==> config.mk <==
export PLATFORM = sky130hd
export DESIGN_NAME = control_sequencer
export DESIGN_NICKNAME = d
export VERILOG_FILES = /design/src/rtl/microarch_defs.sv /design/src/rtl/control_sequencer_microcode_rom.sv /design/src/rtl/control_sequencer.sv
export SDC_FILE = /design/constraint.sdc
export NUM_CORES = 1
export LEC_CHECK = 0
export BUFFER_PORTS_ARGS = -buffer_cell sky130_fd_sc_hd__buf_2
export CORE_MARGIN = 3
export CORE_UTILIZATION = 35
export DETAILED_ROUTE_END_ITERATION = 12
export PLACE_DENSITY_LB_ADDON = 0.12
export SETUP_SLACK_MARGIN = 0.05
export SYNTH_ARGS = -nofsm -noshare
export SYNTH_HDL_FRONTEND = slang
export SYNTH_SLANG_ARGS = --single-unit
==> constraint.sdc <==
create_clock -name clk -period 1.95 [get_ports clk]
set_clock_uncertainty 0.05 [all_clocks]
set_input_delay 0.195 -clock clk [delete_from_list [all_inputs] [get_ports clk]]
set_output_delay 0.195 -clock clk [all_outputs]
set_load 0.03 [all_outputs]
==> src/rtl/microarch_defs.sv <==
// Shared SAP-1.5 micro-architecture definitions: opcodes, control word layout
// and the micro-step encoding used by the control sequencer.
package microarch_defs;

  typedef enum logic [3:0] {
    OP_NOP = 4'h0,
    OP_LDA = 4'h1,
    OP_ADD = 4'h2,
    OP_SUB = 4'h3,
    OP_STA = 4'h4,
    OP_LDI = 4'h5,
    OP_JMP = 4'h6,
    OP_JC  = 4'h7,
    OP_JZ  = 4'h8,
    OP_OUT = 4'hE,
    OP_HLT = 4'hF
  } opcode_e;

  // MSB first: halt is bit 15, out_load is bit 0.
  typedef struct packed {
    logic halt;
    logic pc_out;
    logic pc_inc;
    logic pc_load;
    logic mar_load;
    logic ram_out;
    logic ram_write;
    logic ir_load;
    logic oprnd_out;
    logic a_load;
    logic a_out;
    logic b_load;
    logic alu_out;
    logic alu_sub;
    logic flags_load;
    logic out_load;
  } control_word_t;

  typedef enum logic [2:0] {
    S_T0   = 3'd0,
    S_T1   = 3'd1,
    S_T2   = 3'd2,
    S_T3   = 3'd3,
    S_T4   = 3'd4,
    S_HALT = 3'd5
  } ustep_e;

endpackage

==> src/rtl/control_sequencer_microcode_rom.sv <==
// Combinational microcode: (opcode, micro-step, flags) -> control word and
// a marker for the last micro-step of the instruction.
module microcode_rom
  import microarch_defs::*;
#(
  parameter int unsigned HALT_ON_ILLEGAL = 0
) (
  input  logic [3:0]    opcode,
  input  ustep_e        step,
  input  logic          carry,
  input  logic          zero,
  output control_word_t cw,
  output logic          last_step
);

  opcode_e op;
  assign op = opcode_e'(opcode);

  always_comb begin
    cw        = '0;
    last_step = 1'b0;
    case (step)
      S_T0: begin
        cw.pc_out   = 1'b1;
        cw.mar_load = 1'b1;
      end
      S_T1: begin
        cw.ram_out = 1'b1;
        cw.ir_load = 1'b1;
        cw.pc_inc  = 1'b1;
      end
      S_T2: begin
        case (op)
          OP_NOP: last_step = 1'b1;
          OP_LDA, OP_ADD, OP_SUB, OP_STA: begin
            cw.oprnd_out = 1'b1;
            cw.mar_load  = 1'b1;
          end
          OP_LDI: begin
            cw.oprnd_out = 1'b1;
            cw.a_load    = 1'b1;
            last_step    = 1'b1;
          end
          OP_JMP: begin
            cw.oprnd_out = 1'b1;
            cw.pc_load   = 1'b1;
            last_step    = 1'b1;
          end
          OP_JC: begin
            cw.oprnd_out = carry;
            cw.pc_load   = carry;
            last_step    = 1'b1;
          end
          OP_JZ: begin
            cw.oprnd_out = zero;
            cw.pc_load   = zero;
            last_step    = 1'b1;
          end
          OP_OUT: begin
            cw.a_out    = 1'b1;
            cw.out_load = 1'b1;
            last_step   = 1'b1;
          end
          OP_HLT: begin
            cw.halt   = 1'b1;
            last_step = 1'b1;
          end
          default: begin
            // Undefined opcodes: NOP, or halt when configured to trap them.
            cw.halt   = (HALT_ON_ILLEGAL != 0);
            last_step = 1'b1;
          end
        endcase
      end
      S_T3: begin
        case (op)
          OP_LDA: begin
            cw.ram_out = 1'b1;
            cw.a_load  = 1'b1;
            last_step  = 1'b1;
          end
          OP_ADD, OP_SUB: begin
            cw.ram_out = 1'b1;
            cw.b_load  = 1'b1;
          end
          OP_STA: begin
            cw.a_out     = 1'b1;
            cw.ram_write = 1'b1;
            last_step    = 1'b1;
          end
          default: last_step = 1'b1;
        endcase
      end
      S_T4: begin
        cw.alu_out    = 1'b1;
        cw.a_load     = 1'b1;
        cw.flags_load = 1'b1;
        cw.alu_sub    = (op == OP_SUB);
        last_step     = 1'b1;
      end
      S_HALT: cw.halt = 1'b1;
      default: cw = '0;
    endcase
  end

endmodule

==> src/rtl/control_sequencer.sv <==
// SAP-1.5 control sequencer: step/halt state machine around the microcode ROM.
// All outputs are forced low while reset is held, independent of the clock.
module control_sequencer
  import microarch_defs::*;
#(
  parameter int unsigned HALT_ON_ILLEGAL = 0
) (
  input  logic          clk,
  input  logic          reset,
  input  logic [3:0]    opcode,
  input  logic          flag_carry,
  input  logic          flag_zero,
  output control_word_t control_word,
  output logic [2:0]    step,
  output logic          instr_done,
  output logic          halted
);

  ustep_e        state;
  ustep_e        state_next;
  control_word_t rom_cw;
  logic          rom_last;

  microcode_rom #(
    .HALT_ON_ILLEGAL(HALT_ON_ILLEGAL)
  ) u_rom (
    .opcode    (opcode),
    .step      (state),
    .carry     (flag_carry),
    .zero      (flag_zero),
    .cw        (rom_cw),
    .last_step (rom_last)
  );

  always_ff @(posedge clk or negedge reset) begin
    if (!reset) state <= S_T0;
    else        state <= state_next;
  end

  always_comb begin
    state_next = state;
    case (state)
      S_HALT: state_next = S_HALT;
      default: begin
        if (rom_last) state_next = rom_cw.halt ? S_HALT : S_T0;
        else          state_next = ustep_e'(3'(state) + 3'd1);
      end
    endcase
  end

  assign control_word = reset ? rom_cw : '0;
  assign halted       = reset && (state == S_HALT);
  assign instr_done   = reset && (state != S_HALT) && rom_last;
  assign step         = (reset && state != S_HALT) ? 3'(state) : 3'd0;

endmodule

==> impl_summary.log, run 1 <==
[metrics] post-route fraction of the period consumed by the critical path: a little over nine tenths
[metrics] startpoint-to-endpoint class of the critical path: flip-flop to output port
[metrics] ports placed on the boundary: 29
[metrics] cell with the most instances on the worst path: buf_4
[metrics] largest net degree at the start of global routing: 14
[metrics] routed via count divided by cell count: roughly 5.6
[metrics] Synth Net Count: 90
[metrics] sequential fraction of the synthesis area: between 10% and 20%
[metrics] number of port buffers: 28
[metrics] total chip power: 0.000228 W
[metrics] Post-Syn Area per Cell: between 7 and 8 sq um
[metrics] Seq pwr share: a little over a quarter
[metrics] Least-Margin Pin Slew: between 0.5 and 0.6 ns
[metrics] setup slack after layout: roughly 0.027 ns
[metrics] simple logic cell fraction of the synthesized area: ~37%
[metrics] GR Overflow Total: 0
[metrics] fmax: 0.520 GHz
[metrics] CP cell instances: buf_4 -> ha_4 -> buf_4 -> and4b_1 -> a32oi_2 -> nor3b_2 -> buf_4
[metrics] setup-violating endpoint count in the final report: 0
[metrics] Crit Path Max Fanout: 3
[metrics] cell family with most CP delay: buffers and inverters
[metrics] number of global-route vias before repair: around 640
[metrics] Final ANT Viol Nets: 0
[metrics] floorplan die area: between 2000 and 2500 sq um
[metrics] max-capacitance violation count: 0
[metrics] Final min period: roughly 1.9 ns
[metrics] capturing point of the worst reg2reg path: state[0]
[metrics] run status: completed
[metrics] mux cell area share after synthesis: between 1.5 and 2%
[metrics] share of post-route cells with drive strength above 1: 59.3%
[metrics] slew margin rel.: 61.4%
[metrics] worst reg2reg startpoint: state[0]
[metrics] xor-xnor portion of the synthesized cell area: 0%
[metrics] setup repair after global routing missed its margin: yes
[metrics] Std-Cell Core Area: between 1500 and 2000 sq um
[metrics] Slowest-stage cell, CP: dfrtp_1
[metrics] Async S/R FF share, synth: 100%
[metrics] first-pass GRT wire length: 2700 microns
[metrics] clk_lat worst skew: 0.23 ns
[metrics] kind of launch point of the worst setup path: flip-flop
[metrics] register with the most flip-flops: state
[metrics] post-synthesis cell count: 77
[metrics] type of destination of the critical path: output port
[metrics] Tot GR Track Use: about 16%
[metrics] part of the total power dissipated in the clock network: a little under half
[metrics] sw power: between 0.00006 and 0.00007 W
[metrics] CTS buffer count: 3
[metrics] P&R area growth vs syn: 63.0%
[metrics] worst slack, placed: 0.0645 ns
[metrics] layout filler cell count: around 140
[metrics] height of the die: around 48 microns
[metrics] Post-Route Utilization: a little over three fifths
[metrics] total area of multi-input combinational cells: 581 sq um
[metrics] Bufs on Longest Clock Path: 2
[metrics] netlist area before placement: 609 sq um
[metrics] depth of the CTS H-tree: 1
[metrics] number of diodes added for antenna fixing: 0
[metrics] depth of the most critical reg-to-reg path: 6
[metrics] largest family of logic cells by synthesized area: simple AND/OR/NAND/NOR gates
[metrics] sequential cell area: 77.6 sq um
[metrics] 1st-pass router iterations: 4
[metrics] internal power summed over all cells: approximately 0.00016 W
[metrics] part of the total power dissipated in combinational logic: approximately a quarter
[metrics] Final Slew Violations: 0
[metrics] fin nets: about 130
[metrics] leading register cell type out of synthesis: dfrtp_1
[metrics] final weighted congestion of routability-driven global placement: about 0.77
[metrics] Worst EP arrival: roughly 1.7 ns
[metrics] register-to-register setup slack: about 0.42 ns
[metrics] slowest cell delay on critical path: between 0.3 and 0.4 ns
[metrics] CTS root buffer: clkbuf_4
[metrics] number of flip-flops under the largest register name: 3
[metrics] Yosys reg bits: 3
[metrics] clock tree sinks: 3
[metrics] DR iter-0 viols: 10
[metrics] static leakage: roughly 0.53 nW
[metrics] antenna violations before repair: 0
[metrics] total number of placement rows: 14
[metrics] clock tree from TritonCTS: yes
[metrics] Cell Pwr Density: 230 nW/um^2
[metrics] Routed wire per std cell: 14.6 microns
[metrics] classification of the worst-slack hold path: input pin to async pin
[metrics] vias after detailed routing: 725
[metrics] final hold violation count: 0
[metrics] worst endpoint required time: ~1.7 ns
[metrics] EDFF count, synth: 0
[metrics] post-detailed-placement half-perimeter wirelength: approximately 1200 microns
[metrics] overall die width: 47.7 microns
[metrics] routed wire length: around 1900 microns
[metrics] Buf/Inv on CP: 3
[metrics] count of yosys warnings during synthesis: 0
[metrics] largest registers: state: 3 flops
[metrics] adder-cell share of the synthesized area: around a tenth
[metrics] clock edge transition at the registers on the reported setup and hold paths: approximately 0.04 ns
[metrics] switching power share of the total: a little under a third
[metrics] Synth Area in Compound Gates: between 20% and 30%
[metrics] Initial Utilization: 38.7%
[metrics] post-route DRC violation count: 0
[metrics] post-synth cell types: 33
[metrics] worst vdd rail ir drop: 0.349 mV
[cells in the final DEF, fill, tap and decap left out, types with 2 or more instances in the layout]
master	instances
nor2b_1	4
nand2_2	2
and3_1	4
nor3b_2	2
nand2_1	8
o211a_1	2
clkbuf_4	4
buf_4	14
buf_2	20
nor3_1	2
inv_1	3
ha_4	5
o31ai_1	2
buf_6	4
nor2_1	6
dfrtp_2	2
and2_1	2
[logic make-up after synthesis]
logic type	count (synthesis)
and+or+nand+nor	40
AOI/OAI and AO/OA	15
buffers and inverters	13
adders and majority gates	5
DFF	3
muxes	1
[power by group through the flow]
| stage | Clock, W | Combinational, W | Sequential (W) |
|---|---|---|---|
| after detailed placement | 0 | 0.0000511 | 0.0000634 |
| after floorplan | 0 | 0.0000413 | 0.0000634 |
| after CTS | 0.000111 | 0.0000546 | 0.0000626 |
| final | 0.000107 | 0.0000588 | 0.0000626 |
| after global placement | 0 | 0.0000514 | 0.0000634 |
| after global routing | 0.000120 | 0.0000638 | 0.0000625 |
[stage by stage]
stage          hold slack [ns]  setup TNS (ns)  instances  cell area [sq um]
2_1_floorplan           -0.151               0         77                626
3_3_place_gp            0.0705               0        116                741
3_5_place_dp            0.0740               0        116                741
4_1_cts                  0.393               0        127                906
5_1_grt                  0.398         -0.0922        129                993
6_report                 0.392               0        129                993
[worst max path at each step]
stage | cells past startpoint | endpoint | startpoint
3_5_place_dp | 6 | instr_done | state[0]
4_1_cts | 6 | instr_done | state[0]
2_1_floorplan | 5 | instr_done | state[0]
6_report | 7 | control_word[5] | state[1]
3_3_place_gp | 6 | instr_done | state[0]
5_1_grt | 7 | control_word[5] | state[0]
[what timing repair did]
action,in CTS,in global routing
setup endpoints to repair,8,11
pin swaps,6,7
gates resized for setup,20,19
endpoints found under the hold margin,3,0
buffers inserted,6,2
hold buffers,1,0
[worst register-to-register path, delay by kind of cell (launching register included)]
kind                     cells  cell delay (ns)
flip-flops                   1             0.44
buffers and inverters        2             0.28
adder cells (fa/ha/maj)      1             0.16
AO/OA/AOI/OAI                2             0.43
AND/OR/NAND/NOR              1             0.06
[cells in the mapped netlist (all sizes together) (2+ instances only)]
| cell type | n | area (sq um) |
|---|---|---|
| nor2b | 5 | 31.3 |
| nor3b | 2 | 20.0 |
| inv | 5 | 18.8 |
| dfrtp | 3 | 75.1 |
| a2111oi | 2 | 18.8 |
| nor3 | 2 | 10.0 |
| nor2 | 7 | 26.3 |
| buf | 8 | 67.6 |
| and2 | 2 | 12.5 |
| nor4 | 2 | 12.5 |
| or3 | 2 | 17.5 |
| o211a | 2 | 20.0 |
| nand2 | 10 | 37.5 |
| ha | 5 | 62.6 |
| and3 | 5 | 31.3 |
| o31ai | 2 | 15.0 |
[final cells by class]
cell class	count	area share (%)
multi-input combinational	61	58.4
timing repair buffer	40	27.0
sequential	3	7.81
clock buffer	4	2.64
inverter	5	2.14
tap	16	2.02
[routing by layer]
metal  part of all wire, %  vias up  track usage [%]  wire (microns)
met5                     0        -                0               0
met4                     0        0             3.23               0
met3                   3.7        0             2.26              69
met2                    50       26             26.9             943
met1                    46      348             21.8             864
li1                      -      351                -               -
Power figures use the tool's default switching activity.
==> run 2: changes to the inputs <==
--- a/config.mk
+++ b/config.mk
@@ -9,7 +9,7 @@
 export CORE_MARGIN = 3
 export CORE_UTILIZATION = 35
 export DETAILED_ROUTE_END_ITERATION = 12
-export PLACE_DENSITY_LB_ADDON = 0.12
+export PLACE_DENSITY = 0.73
 export SETUP_SLACK_MARGIN = 0.05
 export SYNTH_ARGS = -nofsm -noshare
 export SYNTH_HDL_FRONTEND = slang
==> run 2 against run 1 <==
Sequential share of layout area grew 0.83 points; core utilization shrank 6.0 points; die area is the same; final cell count fell by 1.6%; critical path depth decreased by 1; non-clock buffer count shrank 2; critical path type unchanged.
==> impl_summary.log, run 2 (synthesis results as in run 1) <==
[metrics] Routed wire per std cell: between 10 and 15 microns
[metrics] number of global-route vias before repair: approximately 620
[metrics] classification of the worst-slack hold path: input pin to async pin
[metrics] slew margin rel.: 66.1%
[metrics] switching power share of the total: between 20% and 30%
[metrics] worst reg2reg startpoint: state[1]
[metrics] Final Slew Violations: 0
[metrics] depth of the CTS H-tree: 1
[metrics] CTS root buffer: clkbuf_4
[metrics] most common cell after layout, fill and taps aside: buf_2
[metrics] Bufs on Longest Clock Path: 2
[metrics] Final ANT Viol Nets: 0
[metrics] Seq pwr share: between 20 and 30%
[metrics] Crit Path Max Fanout: 5
[metrics] final weighted congestion of routability-driven global placement: between 0.7 and 0.8
[metrics] overall die width: 47.7 microns
[metrics] Final min period: 1.91 ns
[metrics] worst vdd rail ir drop: roughly 0.35 mV
[metrics] register with the most flip-flops: state
[metrics] number of flip-flops under the largest register name: 3
[metrics] Least-Margin Pin Slew: between 0.4 and 0.5 ns
[metrics] DR iter-0 viols: 19
[metrics] Initial Utilization: 38.7%
[metrics] clock edge transition at the registers on the reported setup and hold paths: approximately 0.030 ns
[metrics] capturing point of the worst reg2reg path: state[0]
[metrics] startpoint-to-endpoint class of the critical path: flip-flop to output port
[metrics] max-capacitance violation count: 0
[metrics] routed via count divided by cell count: 5.46
[metrics] part of the total power dissipated in combinational logic: about a quarter
[metrics] post-placement cell count: about 120
[metrics] largest registers: state: 3 flops
[metrics] ports placed on the boundary: 29
[metrics] setup-violating endpoint count in the final report: 0
[metrics] most used cells in the layout excluding fill and tap cells: 25 x buf_2, 10 x buf_4, 9 x nand2_1
[metrics] kind of launch point of the worst setup path: flip-flop
[metrics] antenna violations before repair: 0
[metrics] type of destination of the critical path: output port
[metrics] largest net degree at the start of global routing: 14
[metrics] share of post-route cells with drive strength above 1: between 50% and 60%
[metrics] GR Overflow Total: 0
[metrics] fin nets: 125
[metrics] clk_lat worst skew: 0.22 ns
[metrics] final hold violation count: 0
[metrics] internal power summed over all cells: 0.000159 W
[metrics] Cell Pwr Density: roughly 240 nW/um^2
[metrics] routed wire length: between 1500 and 2000 microns
[metrics] post-detailed-placement half-perimeter wirelength: 1190 microns
[metrics] Post-Layout Cell Count: around 130
[metrics] Worst EP arrival: 1.67 ns
[metrics] post-route worst hold slack: 0.367 ns
[metrics] Std-Cell Core Area: between 1500 and 2000 sq um
[metrics] layout filler cell count: 142
[metrics] setup repair after global routing missed its margin: yes
[metrics] number of port buffers: 28
[metrics] worst endpoint required time: around 1.7 ns
[metrics] static leakage: about 0.52 nW
[metrics] sw power: about 0.000061 W
[metrics] total number of placement rows: 14
[metrics] number of diodes added for antenna fixing: 0
[metrics] post-route fraction of the period consumed by the critical path: a little over nine tenths
[metrics] register-to-register setup slack: slightly below 0.4 ns
[metrics] clock tree sinks: 3
[metrics] fmax: roughly 0.52 GHz
[metrics] first-pass GRT wire length: between 2000 and 3000 microns
[metrics] depth of the most critical reg-to-reg path: 6
[metrics] CTS buffer count: 3
[metrics] height of the die: about 48 microns
[metrics] part of the total power dissipated in the clock network: between 40% and 50%
[metrics] post-route DRC violation count: 0
[metrics] 1st-pass router iterations: 4
[metrics] Tot GR Track Use: roughly 16%
[metrics] run status: completed
[metrics] vias after detailed routing: 694
[metrics] P&R area growth vs syn: 47.4%
[metrics] clock tree from TritonCTS: yes
[metrics] floorplan die area: about 2300 sq um
==> run 2: cell types whose count changed in the layout (fill, tap and decap cells not counted), sizes merged <==
cell    delta
buf        -1
clkbuf     -1
==> run 2: through the flow <==
stage / setup TNS (ns) / utilization (%) / area, sq um / setup WS [ns] / power, W
CTS: 0 / 56.3 / 887 / 0.0308 / 0.000226
global route: -0.0122 / 57.0 / 898 / -0.0103 / 0.000238
detailed placement: 0 / 47.5 / 748 / 0.0571 / 0.000114
finish: 0 / 57.0 / 898 / 0.0374 / 0.000220
floorplan: 0 / - / 626 / 0.121 / 0.000105
global placement: 0 / 47.5 / 748 / 0.105 / 0.000114
==> run 2: worst max-delay path by stage <==
stage / from / endpoint / cells after the start
2_1_floorplan: state[0] / instr_done / 5
3_3_place_gp: state[0] / instr_done / 6
3_5_place_dp: state[0] / instr_done / 6
4_1_cts: state[0] / instr_done / 6
5_1_grt: state[0] / instr_done / 6
6_report: state[0] / instr_done / 6
==> run 2: repair_timing <==
action / in CTS / in global routing
pin swaps: 5 / 2
setup buffers: 5 / 0
gates resized for setup: 16 / 5
hold buffers: 1 / 0
endpoints found under the hold margin: 3 / 0
endpoints found under the setup margin: 5 / 7
==> run 2: cell type report <==
cell class                 count  area [sq um]  area share [%]
clock buffer                   4          26.3            2.92
inverter                       5          21.3            2.37
multi-input combinational     61           520            57.9
sequential                     3          77.6            8.64
tap                           16          20.0            2.23
timing repair buffer          38           233            25.9
==> run 2: layer usage <==
metal | GRT usage, % | share of wire [%] | vias to the layer above
li1 | - | - | 351
met1 | 21.5 | 42 | 314
met2 | 26.6 | 52 | 27
met3 | 2.26 | 5.5 | 2
met4 | 6.45 | 0.89 | 0
met5 | 0 | 0 | -
==> run 2: worst max-delay path, stage by stage (launching register included) <==
cell,delay [ns]
dfrtp_2,0.41
ha_4,0.17
ha_4,0.14
inv_4,0.04
o41ai_4,0.36
o211a_1,0.19
buf_6,0.13
==> run 2: power groups by stage <==
stage	combinational, W	sequential [W]	clock [W]
detailed placement	0.0000509	0.0000634	0
floorplan	0.0000413	0.0000634	0
finish	0.0000548	0.0000627	0.000103
global placement	0.0000502	0.0000634	0
CTS	0.0000533	0.0000626	0.000110
global route	0.0000601	0.0000625	0.000116
==> run 3: changes to the inputs <==
--- a/config.mk
+++ b/config.mk
@@ -5,11 +5,12 @@
 export SDC_FILE = /design/constraint.sdc
 export NUM_CORES = 1
 export LEC_CHECK = 0
+export ABC_AREA = 1
 export BUFFER_PORTS_ARGS = -buffer_cell sky130_fd_sc_hd__buf_2
 export CORE_MARGIN = 3
 export CORE_UTILIZATION = 35
 export DETAILED_ROUTE_END_ITERATION = 12
-export PLACE_DENSITY = 0.73
+export PLACE_DENSITY = 0.75
 export SETUP_SLACK_MARGIN = 0.05
 export SYNTH_ARGS = -nofsm -noshare
 export SYNTH_HDL_FRONTEND = slang
==> run 3 against run 2 <==
Core utilization grew 1.7 points; total power rose to 4.7 times the previous value; maximum frequency is 2.2% higher; via count is 2.3% higher; worst setup slack improved by 0.042 ns; clock power grew 12%; first-iteration DRC count up 11%; combinational power rose to 15 times the previous value; register-to-register slack improved by 0.15 ns; final cell count grew 10%; worst hold slack worse by 0.031 ns; critical endpoint unchanged; largest cell class unchanged.
==> impl_summary.log, run 3 <==
[metrics] switching power share of the total: 57.7%
[metrics] post-synthesis cell count: slightly above 90
[metrics] routed wire length: ~1700 microns
[metrics] post-synth cell types: 21
[metrics] DR iter-0 viols: 21
[metrics] leading register cell type out of synthesis: dfrtp_1
[metrics] depth of the CTS H-tree: 1
[metrics] setup-violating endpoint count in the final report: 0
[metrics] total cell area at the placement stage: between 700 and 800 sq um
[metrics] part of the total power dissipated in combinational logic: 76.3%
[metrics] cell with the most instances on the worst path: nand2_2
[metrics] type of destination of the critical path: output port
[metrics] worst vdd rail ir drop: between 0.6 and 0.7 mV
[metrics] run status: completed
[metrics] Buf/Inv on CP: 3
[metrics] post-route fraction of the period consumed by the critical path: 95.9%
[metrics] clock edge transition at the registers on the reported setup and hold paths: ~0.04 ns
[metrics] largest net degree at the start of global routing: 11
[metrics] post-detailed-placement half-perimeter wirelength: about 1300 microns
[metrics] height of the die: around 46 microns
[metrics] ports placed on the boundary: 29
[metrics] netlist area before placement: roughly 550 sq um
[metrics] Std-Cell Core Area: 1380 sq um
[metrics] final hold violation count: 0
[metrics] final weighted congestion of routability-driven global placement: 0.843
[metrics] CP cell instances: inv_1 -> ha_1 -> nand2_2 -> inv_1 -> a21oi_2 -> nand2_2 -> nand2_2 -> nor2_1 -> buf_4
[metrics] startpoint-to-endpoint class of the critical path: flip-flop to output port
[metrics] Crit Path Max Fanout: 3
[metrics] setup repair after global routing missed its margin: yes
[metrics] Cell Pwr Density: about 1300 nW/um^2
[metrics] cell taking the most area after synthesis: dfrtp_1
[metrics] vias after detailed routing: between 700 and 800
[metrics] clk_lat worst skew: about 0.24 ns
[metrics] Final min period: around 1.9 ns
[metrics] depth of the most critical reg-to-reg path: 9
[metrics] total area of multi-input combinational cells: between 400 and 500 sq um
[metrics] number of port buffers: 28
[metrics] final sum of negative setup slack: 0 ns
[metrics] overall die width: 45.6 microns
[metrics] register-to-register setup slack: roughly 0.54 ns
[metrics] post-route worst hold slack: about 0.34 ns
[metrics] most common cell after layout, fill and taps aside: buf_2
[metrics] EDFF count, synth: 0
[metrics] Critical Path Source: state[1]
[metrics] number of diodes added for antenna fixing: 0
[metrics] Final ANT Viol Nets: 0
[metrics] number of global-route vias before repair: about 640
[metrics] count of yosys warnings during synthesis: 0
[metrics] routed via count divided by cell count: between 5 and 6
[metrics] Initial Utilization: between 30% and 40%
[metrics] total chip power: about 0.0010 W
[metrics] leading post-synthesis cells by cell area: dfrtp_1 14%, ha_1 11%, nand2_1 11%, nor2_1 11%, inv_1 8.2%
[metrics] share of post-route cells with drive strength above 1: a little under half
[metrics] Seq pwr share: roughly an eighth
[metrics] worst reg2reg startpoint: state[1]
[metrics] CTS root buffer: clkbuf_4
[metrics] total number of cells along the worst setup path: 9
[metrics] area fraction of the dominant cell type after synthesis: between 10 and 15%
[metrics] sw power: around 0.00060 W
[metrics] most used cells in the layout excluding fill and tap cells: 22 x buf_2, 16 x nor2_1, 15 x nand2_1
[metrics] static leakage: 0.446 nW
[metrics] Post-Syn Area per Cell: 5.89 sq um
[metrics] clock tree sinks: 3
[metrics] internal power summed over all cells: 0.000441 W
[metrics] final design area excluding fillers: just over 800 sq um
[metrics] Setup crit end: instr_done
[metrics] fin nets: 139
[metrics] clock tree from TritonCTS: yes
[metrics] Yosys reg bits: 3
[metrics] capturing point of the worst reg2reg path: state[2]
[metrics] max-capacitance violation count: 0
[metrics] Slowest-stage cell, CP: dfrtp_1
[metrics] kind of launch point of the worst setup path: flip-flop
[metrics] Least-Margin Pin Slew: between 0.2 and 0.25 ns
[metrics] Bufs on Longest Clock Path: 2
[metrics] floorplan die area: 2080 sq um
[metrics] Worst EP arrival: between 1.5 and 2 ns
[metrics] Async S/R FF share, synth: 100%
[metrics] total number of placement rows: 13
[metrics] sequential fraction of the synthesis area: between 10% and 20%
[metrics] GR Overflow Total: 0
[metrics] number of flip-flops under the largest register name: 3
[metrics] antenna violations before repair: 0
[metrics] layout filler cell count: roughly 130
[metrics] slowest cell delay on critical path: roughly 0.42 ns
[metrics] CTS buffer count: 3
[metrics] part of the total power dissipated in the clock network: between 10 and 15%
[metrics] Routed wire per std cell: about 12 microns
[metrics] 1st-pass router iterations: 4
[metrics] largest registers: state: 3 flops
[metrics] worst endpoint required time: about 1.7 ns
[metrics] post-route DRC violation count: 0
[metrics] Synth Net Count: between 100 and 150
[metrics] slew margin rel.: between 80% and 90%
[metrics] Tot GR Track Use: roughly 16%
[metrics] classification of the worst-slack hold path: input pin to flip-flop
[metrics] cell family with most CP delay: flip-flops
[metrics] first-pass GRT wire length: between 2000 and 3000 microns
[metrics] sequential cell area: roughly 75 sq um
[metrics] P&R area growth vs syn: 47.9%
[metrics] top cells by count, synth: 16 x nand2_1, 16 x nor2_1, 12 x inv_1
[metrics] fmax: between 0.5 and 0.6 GHz
[metrics] hold wc startpoint: opcode[1]
[metrics] register with the most flip-flops: state
[metrics] Final Slew Violations: 0
## run 3: changes by cell type after synthesis, sizes merged, moves of 4 or more
cell / before / now
nand2: 10 / 22
nor2: 7 / 20
buf: 8 / 3
nand3: 0 / 8
and3: 5 / 0
a21oi: 1 / 5
inv: 5 / 17
nor2b: 5 / 0
## run 3: how the worst min path moves through the flow
stage	to	slack [ns]	cells after the start
floorplan	state[0]	-0.15	0
global placement	state[2]	-0.005	1
detailed placement	state[2]	-0.003	1
CTS	state[1]	0.31	5
global route	state[1]	0.36	5
finish	state[1]	0.34	5
## run 3: per-stage QoR
stage                     cells  util [%]  setup slack (ns)
after detailed placement    134      51.5             0.243
after global placement      134      51.5             0.298
final                       140      58.6            0.0791
after floorplan              93         -             0.118
after global routing        140      58.6           -0.0212
after CTS                   139      54.5            0.0512
## run 3: metal layers
metal / routed length [microns] / global-route usage [%] / part of all wire [%]
met5: 0 / 0 / 0
met1: 679 / 20.5 / 41
met3: 133 / 2.77 / 8.1
met4: 31 / 8.77 / 1.9
met2: 806 / 26.5 / 49
## run 3: worst register-to-register path, cell delays in order (launching register included)
cell,delay [ns]
dfrtp_1,0.42
inv_1,0.11
ha_1,0.23
nand2_2,0.09
inv_1,0.05
a21oi_2,0.13
nand2_2,0.08
nand2_2,0.07
nand2_1,0.05
nand2_1,0.06
## run 3: cell families after synthesis
kind of cell             share of synthesized area, %
flip-flops                                       13.7
AND/OR/NAND/NOR                                  47.5
adder cells (fa/ha/maj)                          11.4
buffers and inverters                            15.8
AO/OA/AOI/OAI                                    11.6
## run 3: timing repair
action,in CTS,in global routing
hold buffers,1,0
endpoints found under the setup margin,4,8
setup buffers,0,1
pin swaps,0,8
hold endpoints to repair,3,0
resized for setup,3,16
## run 3: cell type report
| class | count | area share, % |
|---|---|---|
| sequential | 3 | 9.26 |
| clock buffer | 4 | 3.24 |
| tap | 15 | 2.31 |
| multi-input combinational | 70 | 54.6 |
| inverter | 17 | 7.87 |
| timing repair buffer | 31 | 22.7 |
## run 3: power by group through the flow
stage	Combinational (W)	Clock, W	Sequential, W
floorplan	0.000563	0	0.000115
global placement	0.000706	0	0.000121
detailed placement	0.000705	0	0.000125
CTS	0.000720	0.000120	0.000126
global route	0.000873	0.000126	0.000137
finish	0.000796	0.000115	0.000132
